### src/rtl/conv33_seq.sv
// conv33_seq: layer sequencer for a 3x3 convolution core.
// Per output channel it streams 9 weights, a bias and a scale, then issues output windows with a bounded in-flight count.
//
// state  | meaning
// IDLE   | waiting for start; nothing in progress
// LOAD_W | accepting the 9 weight beats of the current channel
// LOAD_B | accepting the bias beat
// LOAD_S | accepting the scale beat
// RUN    | issuing window requests in row-major order
// DRAIN  | every window issued, waiting for in-flight results
// DONE   | one-cycle layer-complete pulse
module conv33_seq #(
  parameter int DATA_WIDTH = 8,
  parameter int BIAS_WIDTH = 32,
  parameter int DIM_WIDTH  = 8,
  parameter int CH_WIDTH   = 8,
  parameter int MAX_OUTST  = 4
) (
  input  logic                  clk,
  input  logic                  rst,
  input  logic                  start,
  input  logic [DIM_WIDTH-1:0]  cfg_out_h,
  input  logic [DIM_WIDTH-1:0]  cfg_out_w,
  input  logic [CH_WIDTH-1:0]   cfg_out_ch,
  input  logic                  param_valid,
  output logic                  param_ready,
  input  logic [BIAS_WIDTH-1:0] param_data,
  output logic                  weight_load_en,
  output logic [DATA_WIDTH-1:0] weight_data,
  output logic                  bias_load_en,
  output logic [BIAS_WIDTH-1:0] bias_data,
  output logic                  scale_load_en,
  output logic [BIAS_WIDTH-1:0] scale_data,
  output logic                  win_req,
  output logic [DIM_WIDTH-1:0]  win_row,
  output logic [DIM_WIDTH-1:0]  win_col,
  input  logic                  win_ack,
  input  logic                  core_out_valid,
  output logic [CH_WIDTH-1:0]   ch_idx,
  output logic                  busy,
  output logic                  done,
  output logic                  err
);

  localparam int OUTST_W = $clog2(MAX_OUTST) + 1;
  localparam logic [OUTST_W-1:0]   OUTST_MAX = OUTST_W'(MAX_OUTST);
  localparam logic [OUTST_W-1:0]   OUTST_ONE = OUTST_W'(1);
  localparam logic [DIM_WIDTH-1:0] DIM_ONE   = DIM_WIDTH'(1);
  localparam logic [CH_WIDTH-1:0]  CH_ONE    = CH_WIDTH'(1);
  // Weight beat down-counter reload: 9 beats means terminal count after 8 decrements.
  localparam logic [3:0]           W_TC_LOAD = 4'd8;

  typedef enum logic [2:0] {
    IDLE   = 3'd0,
    LOAD_W = 3'd1,
    LOAD_B = 3'd2,
    LOAD_S = 3'd3,
    RUN    = 3'd4,
    DRAIN  = 3'd5,
    DONE   = 3'd6
  } state_t;

  state_t                 state_q, state_d;
  logic [DIM_WIDTH-1:0]   cfg_h_q, cfg_h_d;
  logic [DIM_WIDTH-1:0]   cfg_w_q, cfg_w_d;
  logic [CH_WIDTH-1:0]    cfg_ch_q, cfg_ch_d;
  logic [CH_WIDTH-1:0]    ch_idx_q, ch_idx_d;
  logic [3:0]             wcnt_q, wcnt_d;
  logic [DIM_WIDTH-1:0]   win_row_q, win_row_d;
  logic [DIM_WIDTH-1:0]   win_col_q, win_col_d;
  logic [OUTST_W-1:0]     outst_q, outst_d;
  logic                   err_q, err_d;

  logic param_ready_i;
  logic beat;
  logic win_req_i;
  logic accept;
  logic last_col;
  logic last_row;
  logic last_ch;
  logic cfg_ok;

  assign param_ready_i = (state_q == LOAD_W) || (state_q == LOAD_B) || (state_q == LOAD_S);
  assign beat          = param_ready_i & param_valid;
  assign win_req_i     = (state_q == RUN) && (outst_q < OUTST_MAX);
  assign accept        = win_req_i & win_ack;
  assign last_col      = (win_col_q == (cfg_w_q - DIM_ONE));
  assign last_row      = (win_row_q == (cfg_h_q - DIM_ONE));
  assign last_ch       = (ch_idx_q == (cfg_ch_q - CH_ONE));
  assign cfg_ok        = (cfg_out_h != '0) && (cfg_out_w != '0) && (cfg_out_ch != '0);

  always_ff @(posedge clk) begin
    if (rst) begin
      state_q   <= IDLE;
      cfg_h_q   <= '0;
      cfg_w_q   <= '0;
      cfg_ch_q  <= '0;
      ch_idx_q  <= '0;
      wcnt_q    <= '0;
      win_row_q <= '0;
      win_col_q <= '0;
      outst_q   <= '0;
      err_q     <= 1'b0;
    end else begin
      state_q   <= state_d;
      cfg_h_q   <= cfg_h_d;
      cfg_w_q   <= cfg_w_d;
      cfg_ch_q  <= cfg_ch_d;
      ch_idx_q  <= ch_idx_d;
      wcnt_q    <= wcnt_d;
      win_row_q <= win_row_d;
      win_col_q <= win_col_d;
      outst_q   <= outst_d;
      err_q     <= err_d;
    end
  end

  // In-flight window counter; a result with nothing in flight is flagged, not counted.
  always_comb begin
    outst_d = outst_q;
    err_d   = 1'b0;
    if (accept && !core_out_valid) begin
      outst_d = outst_q + OUTST_ONE;
    end else if (!accept && core_out_valid) begin
      if (outst_q == '0) begin
        err_d = 1'b1;
      end else begin
        outst_d = outst_q - OUTST_ONE;
      end
    end
    if ((state_q == IDLE) && start && !cfg_ok) begin
      err_d = 1'b1;
    end
  end

  always_comb begin
    state_d   = state_q;
    cfg_h_d   = cfg_h_q;
    cfg_w_d   = cfg_w_q;
    cfg_ch_d  = cfg_ch_q;
    ch_idx_d  = ch_idx_q;
    wcnt_d    = wcnt_q;
    win_row_d = win_row_q;
    win_col_d = win_col_q;
    case (state_q)
      IDLE: begin
        if (start && cfg_ok) begin
          cfg_h_d  = cfg_out_h;
          cfg_w_d  = cfg_out_w;
          cfg_ch_d = cfg_out_ch;
          ch_idx_d = '0;
          wcnt_d   = W_TC_LOAD;
          state_d  = LOAD_W;
        end
      end
      LOAD_W: begin
        if (beat) begin
          if (wcnt_q == '0) begin
            state_d = LOAD_B;
          end else begin
            wcnt_d = wcnt_q - 4'd1;
          end
        end
      end
      LOAD_B: begin
        if (beat) begin
          state_d = LOAD_S;
        end
      end
      LOAD_S: begin
        if (beat) begin
          win_row_d = '0;
          win_col_d = '0;
          state_d   = RUN;
        end
      end
      RUN: begin
        if (accept) begin
          if (last_col) begin
            win_col_d = '0;
            if (last_row) begin
              win_row_d = '0;
              state_d   = DRAIN;
            end else begin
              win_row_d = win_row_q + DIM_ONE;
            end
          end else begin
            win_col_d = win_col_q + DIM_ONE;
          end
        end
      end
      DRAIN: begin
        if (outst_q == '0) begin
          if (last_ch) begin
            state_d = DONE;
          end else begin
            ch_idx_d = ch_idx_q + CH_ONE;
            wcnt_d   = W_TC_LOAD;
            state_d  = LOAD_W;
          end
        end
      end
      DONE: begin
        state_d = IDLE;
      end
      default: begin
        state_d = IDLE;
      end
    endcase
  end

  // All outputs are forced low while rst is held, even before the state register clears.
  assign param_ready    = param_ready_i & ~rst;
  assign weight_load_en = beat & (state_q == LOAD_W) & ~rst;
  assign bias_load_en   = beat & (state_q == LOAD_B) & ~rst;
  assign scale_load_en  = beat & (state_q == LOAD_S) & ~rst;
  assign weight_data    = rst ? '0 : param_data[DATA_WIDTH-1:0];
  assign bias_data      = rst ? '0 : param_data;
  assign scale_data     = rst ? '0 : param_data;
  assign win_req        = win_req_i & ~rst;
  assign win_row        = rst ? '0 : win_row_q;
  assign win_col        = rst ? '0 : win_col_q;
  assign ch_idx         = rst ? '0 : ch_idx_q;
  assign busy           = (state_q != IDLE) & ~rst;
  assign done           = (state_q == DONE) & ~rst;
  assign err            = err_q & ~rst;

endmodule

### config.mk
export PLATFORM = sky130hd
export DESIGN_NAME = conv33_seq
export DESIGN_NICKNAME = d
export VERILOG_FILES = /design/src/rtl/conv33_seq.sv
export SDC_FILE = /design/constraint.sdc
export NUM_CORES = 1
export LEC_CHECK = 0
export CAP_MARGIN = 20
export CORE_MARGIN = 4
export CORE_UTILIZATION = 30
export DETAILED_ROUTE_END_ITERATION = 6
export GPL_TIMING_DRIVEN = 0
export PLACE_DENSITY = 0.56
export SYNTH_ARGS = -nofsm -noshare
export SYNTH_HDL_FRONTEND = slang
export SYNTH_SLANG_ARGS = --single-unit
### constraint.sdc
create_clock -name clk -period 3 [get_ports clk]
set_clock_uncertainty 0.1 [all_clocks]
set_input_delay 0.9 -clock clk [delete_from_list [all_inputs] [get_ports clk]]
set_output_delay 0.9 -clock clk [all_outputs]
set_load 0.05 [all_outputs]
# Yosys cells after proc, flatten, opt, wreduce, memory -nomap -nowiden
# Index checks and enable logic that the tools add are counted.
[word_totals]
register_bits = 59
inputBits = 62
output_inout_bits = 104
elab_cells = 127
[classes]
n_addsub = 9
order_cmp = 1
eq_ne = 21
n_mux = 41
bitwise_logic = 14
reduce_logical = 31
[op_table]
columns = ["cell", "n"]
rows = [
  ["2-to-1 mux 8 bit", 13],
  ["one-hot mux 8 bit (2 select lines)", 3],
  ["2-to-1 mux 3 bit", 13],
  ["2-to-1 mux 32 bit", 1],
  ["adder 8 x 1 -> 8 bit (second input constant)", 3],
  ["== test 8 bit", 3],
  ["nonzero test 8 bit", 3],
  ["subtractor 8 x 1 -> 8 bit (second input constant)", 3],
  ["2-to-1 mux 4 bit", 5],
  ["!= test 2 bit (second input constant)", 10],
  ["one-hot mux 3 bit (6 select lines)", 1],
  ["bitwise AND 1 bit", 13],
  ["one-hot mux 4 bit (3 select lines)", 1],
  ["== test 3 bit (second input constant)", 3],
  ["AND reduction 9 bit", 1],
  ["logical AND 1 bit", 8],
  ["AND reduction 4 bit", 2],
  ["== test 3 x 2 -> 1 bit (second input constant)", 2],
  ["zero test 3 bit", 2],
  ["AND reduction 6 bit", 1],
  ["nonzero test 2 bit", 3],
  ["nonzero test 3 bit", 2],
  ["zero test 4 bit", 1],
  ["2-to-1 mux 1 bit", 4],
  ["other kinds (11)", 16],
]

# Depth between registers and ports, before layout
# Gate-level depths: netlist (run 1).
[depth]
ltp_word = 8
mapped_depth = 12

# Worst setup path before layout (run 1)
# Ideal clock, no wire load.
[synth_path]
path_type = "input -> output"
startpoint = "in rst"
endpoint = "out bias_load_en"
t_arrival_ns = 2.429
required_time_ns = 2.000
setup_slack_ns = -0.429
path_stages = 4
cell_sequence = "clkbuf_1 inv_1 nand2_1 nor3b_1"
[synth_via]
elab_chain_cells = 2
[synth_lines]
columns = ["element", "line_no", "text"]
rows = [
  ["start, declared", "20", "input logic rst,"],
  ["NOT 1 bit", "215", "assign bias_load_en = beat & (state_q == LOAD_B) & ~rst;"],
  ["bitwise AND 1 bit", "215", ""],
  ["end, declared", "30", "output logic bias_load_en,"],
]
# Every way passes these cells.

# Final worst setup path (run 1)
[layout_path]
startpoint = "in param_data[31]"
endpoint = "out scale_data[31]"
[layout_via]
elab_chain_cells = 1
[layout_lines]
columns = ["element", "line_no", "text"]
rows = [
  ["start, declared", "27", "input logic [BIAS_WIDTH-1:0] param_data,"],
  ["2-to-1 mux 32 bit", "219", "assign scale_data = rst ? '0 : param_data;"],
  ["end, declared", "33", "output logic [BIAS_WIDTH-1:0] scale_data,"],
]
# Every way passes these cells.

==> results of run 1 <==
==> metrics by stage <==
| stage | hold WS, ns | cell area, sq um | setup WS, ns | std cells | util [%] |
|---|---|---|---|---|---|
| final | 0.370 | 6370 | 0.0453 | 925 | 45.9 |
| after global routing | 0.393 | 6370 | -0.0252 | 925 | 45.9 |
| after CTS | 0.374 | 6310 | -0.0382 | 926 | 45.4 |
| after detailed placement | 0.366 | 6190 | -1.70 | 912 | 44.6 |
| after global placement | 0.358 | 6190 | -1.69 | 912 | 44.6 |
| after floorplan | 0.345 | 4310 | -0.383 | 567 | - |
==> registers in the layout, summed over array words and instances, names as in the netlist <==
name and count:
ch_idx_q 8, win_row_q 8, err_q 1, cfg_ch_q 8, win_col_q 8, wcnt_q 4
outst_q 3, cfg_h_q 8, cfg_w_q 8, state_q 3
==> final cells by class <==
type | count | area (sq um) | share of cell area, %
clock buffers | 12 | 256 | 4.03
inverters | 21 | 82.6 | 1.30
clock inverters | 2 | 12.5 | 0.196
flip-flops and latches | 59 | 1180 | 18.5
plain buffers | 62 | 438 | 6.87
multi-input cells | 422 | 2730 | 42.8
repair buffers | 167 | 1450 | 22.7
well taps | 180 | 225 | 3.54
==> metal layers <==
layer	track usage [%]	share of wire, %	vias to the layer above
met5	0	0	-
met1	21.4	44	2055
met3	4.76	6.0	16
met2	29.3	49	126
met4	4.92	1.5	0
li1	-	-	2266
==> synthesized netlist by cell type, types with 2 or more instances <==
| master | n | area, sq um |
|---|---|---|
| o21ai_1 | 2 | 10.0 |
| dfxtp_1 | 59 | 1180 |
| clkbuf_1 | 22 | 82.6 |
| a221o_1 | 2 | 20.0 |
| a22oi_1 | 2 | 15.0 |
| or3_1 | 8 | 50.1 |
| a31oi_1 | 3 | 18.8 |
| nor3_1 | 13 | 65.1 |
| or2_2 | 6 | 37.5 |
| a211oi_1 | 3 | 22.5 |
| nand4_1 | 7 | 43.8 |
| buf_4 | 40 | 300 |
| nand2b_1 | 10 | 62.6 |
| nand2_1 | 78 | 293 |
| a21oi_1 | 47 | 235 |
| or3b_2 | 5 | 43.8 |
| o21ai_0 | 4 | 20.0 |
| o2111ai_1 | 2 | 17.5 |
| nand3_1 | 12 | 60.1 |
| o31ai_1 | 3 | 22.5 |
| nor4_1 | 14 | 87.6 |
| nand3b_1 | 3 | 22.5 |
| nor3b_1 | 2 | 15.0 |
| inv_1 | 21 | 78.8 |
| nor2b_1 | 54 | 338 |
| and3_1 | 3 | 18.8 |
| xnor2_1 | 23 | 201 |
| xor2_1 | 12 | 105 |
| buf_2 | 2 | 10.0 |
| a211o_1 | 3 | 26.3 |
| or4_1 | 4 | 30.0 |
| o211ai_1 | 3 | 22.5 |
| ha_1 | 9 | 113 |
| a21o_1 | 2 | 15.0 |
| o32ai_1 | 2 | 17.5 |
| nor2_1 | 47 | 176 |
| and2_1 | 3 | 18.8 |
==> how the worst min path moves through the flow <==
stage,startpoint,endpoint,cells past startpoint
finish,wcnt_q[1],wcnt_q[1],2
global route,wcnt_q[3],wcnt_q[3],1
CTS,wcnt_q[1],wcnt_q[1],2
detailed placement,wcnt_q[1],wcnt_q[1],2
global placement,wcnt_q[1],wcnt_q[1],2
floorplan,wcnt_q[1],wcnt_q[1],2
==> repair_timing <==
| item | in CTS | in global routing |
|---|---|---|
| endpoints found under the setup margin | 124 | 70 |
| pin swaps | 0 | 5 |
| setup buffers | 0 | 2 |
| resized for setup | 529 | 23 |
==> where the power goes <==
group	switching, W	total, W	internal, W
clock	0.000367	0.000959	0.000593
combinational	0.000944	0.00161	0.000666
sequential	0.000135	0.00104	0.000904
==> cell families after synthesis <==
family | count (synthesis)
adder cells (fa/ha/maj) | 10
AND/OR/NAND/NOR | 278
XOR/XNOR | 35
flip-flops | 59
AO/OA/AOI/OAI | 98
multiplexers | 1
buffers and inverters | 86
==> worst max-delay path: stages <==
cell             delay, ns
clkdlybuf4s50_1       0.44
nor2b_2               0.14
buf_4                 0.11
clkdlybuf4s15_2       0.36
==> results by group, run 1 <==
Routing
  • Via count: around 4500
  • DR DRC count: 0
  • Drt via density: a little under 5
  • First-pass iteration count of the detailed router: 4
  • Post-route ant nets: 0
  • DR WL/cell: 15.4 microns
  • Final WL: approximately 14000 microns
  • Detailed Route Iter0 Violations: roughly 230

Floorplanning
  • Core Rows: 43
  • Initial Util: a little under a third
  • Die area: 0.0161 sq mm
  • Die width: 127 microns
  • IO Pins: about 170
  • Core area: 0.0139 sq mm
  • Die height: 127 microns

Power and ir drop
  • Power density over the cells: about 570 mW/mm^2
  • VDD IR-drop max: 0.337 mV
  • Static Leak: 2.56 nW
  • Total power: 0.00361 W

Setup path
  • R2r setup slk: about 0.13 ns
  • Crit path capture: scale_data[31]
  • CP startpoint kind: input port
  • Worst setup path startpoint: param_data[31]
  • Worst r2r src: cfg_ch_q[0]
  • Critical path type: input port to output port
  • R2R cell count: 9
  • Required time worst endpoint: around 2.0 ns
  • Worst EP arrival: 1.95 ns
  • CP Capture Type: output port
  • Crit Path Max Fanout: 2
  • Worst r2r dst: state_q[0]

Clock tree
  • Clock buffer depth: 2
  • Hold bufs inserted after CTS: 0
  • H-tree Lvls: 3
  • Root buffer cell: clkbuf_16
  • Clock slew at reported path FFs: about 0.05 ns
  • CTS Buf Count: 9
  • Clock tree sinks: 59
  • Skew-Pair Late Insertion Delay: 0.34 ns
  • TritonCTS clock tree: yes

Global route
  • Largest net degree at the start of global routing: 11
  • Tot GR Track Use: between 15 and 20%
  • Grt total ovfl: 0
  • First-pass GRT wire length: 22600 microns
  • Vias in the first global route: 4359
  • Antenna violations before repair: 0

STA
  • Max-slew violations: 0
  • Period utilization: a little over nine tenths
  • Worst-Margin Slew: 0.818 ns
  • Setup-failing EPs final: 0
  • Final Hold Fails: 0
  • Fmax achieved: 338 MHz
  • Minimum clock period: 2.95 ns
  • Setup TNS: 0 ns
  • RSZ-0062 raised after global routing: true
  • Max-Slew Margin vs Limit: 44.8%

Synth
  • Main synth FF type: dfxtp_1
  • Synth Register Bits: 59
  • Avg Cell Area, Syn: 7.48 sq um
  • Post-synth EDFFs: 0
  • Compound-gate portion of the synthesized area: 16.1%
  • Seq/Total Area, Yosys: 27.9%
  • Synth unique cells: 69
  • Mapped Cells: 567
  • Adder-Cell Fraction of Synth Area: 3.13%
  • Mux cell area share after synthesis: less than 1%
  • Warnings, synthesis: 0
  • XOR/XNOR Fraction of Synth Area: 7.23%
  • Syn_nets: 639
  • Ys async rst share: 0%
  • Synth Area in Simple Gates: 34.2%
  • Post-Syn Area: 0.00424 sq mm
  • Main combinational cell family by area after synthesis: simple AND/OR/NAND/NOR gates

Run status
  • Status: finished clean

Layout
  • Highest-count cells in the layout ignoring fill and taps: nand2_1, buf_4, dfxtp_1, clkdlybuf4s50_1
  • Ratio of cells with drive above 1 in the final layout: 31.4%
  • Fill cell count: 1411
  • Nets: 814
  • Antenna diodes: 0
  • Area delta synth->final: 50.2%
  • Commonest non-fill, non-tap cell in the layout: nand2_1

Place
  • IO buf count: around 170
  • Post-DP HPWL: 11200 microns
  • Gp weighted congestion: around 0.82

Run
  • Max cap viols: 0

Worst hold path
  • Min-Delay Path Class: flop to flop
(Power assumes the default switching activity.)
==> run 2, diff against run 1 <==
--- a/config.mk
+++ b/config.mk
@@ -9,7 +9,7 @@
 export CORE_MARGIN = 4
 export CORE_UTILIZATION = 30
 export DETAILED_ROUTE_END_ITERATION = 6
-export GPL_TIMING_DRIVEN = 0
+export GPL_TIMING_DRIVEN = 1
 export PLACE_DENSITY = 0.56
 export SYNTH_ARGS = -nofsm -noshare
 export SYNTH_HDL_FRONTEND = slang
==> results by group, run 2 (synthesized netlist as in run 1, its figures left out) <==
Setup path
  • CP startpoint kind: input port
  • Slowest CP cell: clkdlybuf4s50_1
  • R2r setup slk: 0.15 ns
  • Critical path type: input port to output port
  • Worst r2r dst: state_q[0]
  • Required time worst endpoint: about 2.0 ns
  • Crit Path Max Fanout: 3
  • Worst r2r src: cfg_ch_q[1]
  • Crit-path cells: clkdlybuf4s50_1, nand2_1, nor3b_2, buf_12
  • R2R cell count: 9
  • Max incr delay on CP: 0.49 ns
  • CP Capture Type: output port
  • Worst EP arrival: roughly 1.9 ns

Global route
  • Largest net degree at the start of global routing: 32
  • Vias in the first global route: 4484
  • Antenna violations before repair: 0
  • Grt total ovfl: 0
  • Tot GR Track Use: 17.0%
  • First-pass GRT wire length: 22600 microns

Power and ir drop
  • Power density over the cells: approximately 530 mW/mm^2
  • Total power: 0.00406 W
  • VDD IR-drop max: 0.336 mV
  • Static Leak: 2.93 nW

STA
  • Max-Slew Margin vs Limit: 66.6%
  • Max-slew violations: 0
  • Period utilization: 97.2%
  • Final Hold Fails: 0
  • Fin worst setup slack: 0.0835 ns
  • Minimum clock period: 2.92 ns
  • Fmax achieved: 343 MHz
  • Setup-failing EPs final: 0
  • Worst-Margin Slew: 0.497 ns
  • Setup TNS: 0 ns

Floorplanning
  • Die area: 0.0161 sq mm
  • Initial Util: ~31%
  • Core area: 0.0139 sq mm
  • Die height: roughly 130 microns
  • IO Pins: 166
  • Die width: about 130 microns
  • Core Rows: 43

Routing
  • DR WL/cell: 15.2 microns
  • Final WL: 13900 microns
  • Routed wl met3: 717 microns
  • Via count: 4509
  • DR DRC count: 0
  • DR top layer: met4
  • Post-route ant nets: 0
  • Routed wl met2: 7210 microns
  • Routed met1 length: 5880 microns
  • Drt via density: 4.91
  • Detailed Route Iter0 Violations: approximately 180
  • First-pass iteration count of the detailed router: 5

Place
  • Post-DP Area: between 0.007 and 0.008 sq mm
  • DP Worst Slack: -0.0990 ns
  • Post-DP HPWL: approximately 11000 microns
  • IO buf count: 165
  • Gp weighted congestion: 0.853

Layout
  • Nets: 806
  • Fill cell count: 1213
  • Area of the multi-input gates: 0.00266 sq mm
  • Highest-count cells in the layout ignoring fill and taps: buf_12, nand2_1, clkdlybuf4s50_1, dfxtp_1, buf_4
  • Commonest non-fill, non-tap cell in the layout: buf_12
  • Antenna diodes: 0
  • Area delta synth->final: 79.5%
  • Ratio of cells with drive above 1 in the final layout: 30.4%
  • Post-route cell area: 0.00761 sq mm
  • Reg area: 0.00118 sq mm

Worst hold path
  • HP Start: cfg_ch_q[7]
  • Hold depth: 2
  • Hold Path End: cfg_ch_q[7]
  • Min-Delay Path Class: flop to flop

Clock tree
  • Skew-Pair Late Insertion Delay: 0.33 ns
  • Clock slew at reported path FFs: around 0.05 ns
  • Root buffer cell: clkbuf_16
  • TritonCTS clock tree: yes
  • Clock buffer depth: 2
  • H-tree Lvls: 3
  • CTS Buf Count: 9
  • Clock tree sinks: 59

Run
  • Max cap viols: 0

Run status
  • Status: finished clean
run 2: changes by cell type in the layout (fill, tap and decap cells not counted), sizes merged:
cell and delta:
dlymetal6s2s -1, bufinv +2, clkinvlp -2, buf +40, clkdlybuf4s15 -30, inv +1, clkdlybuf4s50 +1, clkbuf -17
run 2: routing by layer:
metal | vias up | GRT usage (%)
met5 | - | 0
met4 | 0 | 4.35
met3 | 12 | 3.20
met2 | 138 | 30.9
met1 | 2113 | 20.7
li1 | 2246 | -
run 2: worst max path at each step:
stage | startpoint | endpoint | cells past startpoint
floorplan | rst | done | 3
global placement | cfg_out_h[1] | ch_idx_q[7] | 8
detailed placement | cfg_out_ch[5] | ch_idx_q[7] | 8
CTS | param_valid | bias_load_en | 4
global route | cfg_out_h[0] | ch_idx_q[7] | 8
finish | param_valid | bias_load_en | 4
run 2: critical path, delay by kind of cell:
family / cells / cell delay [ns]
buffers and inverters: 2 / 0.66
AND/OR/NAND/NOR: 2 / 0.35
run 2: final cells by class:
cell class | count | share of cell area [%]
flip-flops and latches | 59 | 15.5
inverters | 21 | 1.04
clock inverters | 3 | 0.904
repair buffers | 221 | 41.0
well taps | 180 | 2.96
multi-input cells | 422 | 35.0
clock buffers | 13 | 3.55
run 2: where the power goes:
part,switching [W],total [W],internal (W)
sequential,0.000151,0.00105,0.000904
clock,0.000355,0.00115,0.000796
combinational,0.000966,0.00185,0.000886
run 2: repair_timing:
| item | CTS | global route |
|---|---|---|
| endpoints found under the setup margin | 0 | 5 |
| gates resized for setup | 0 | 1 |
| buffers inserted | 0 | 1 |
| hold buffers | 0 | 0 |
| hold endpoints to repair | 0 | 0 |
run 2: through the flow:
stage	util, %	hold WS (ns)	cells
floorplan	-	0.345	567
global placement	52.3	0.357	902
detailed placement	52.3	0.363	902
CTS	54.7	0.370	918
global route	54.8	0.387	919
finish	54.8	0.368	919
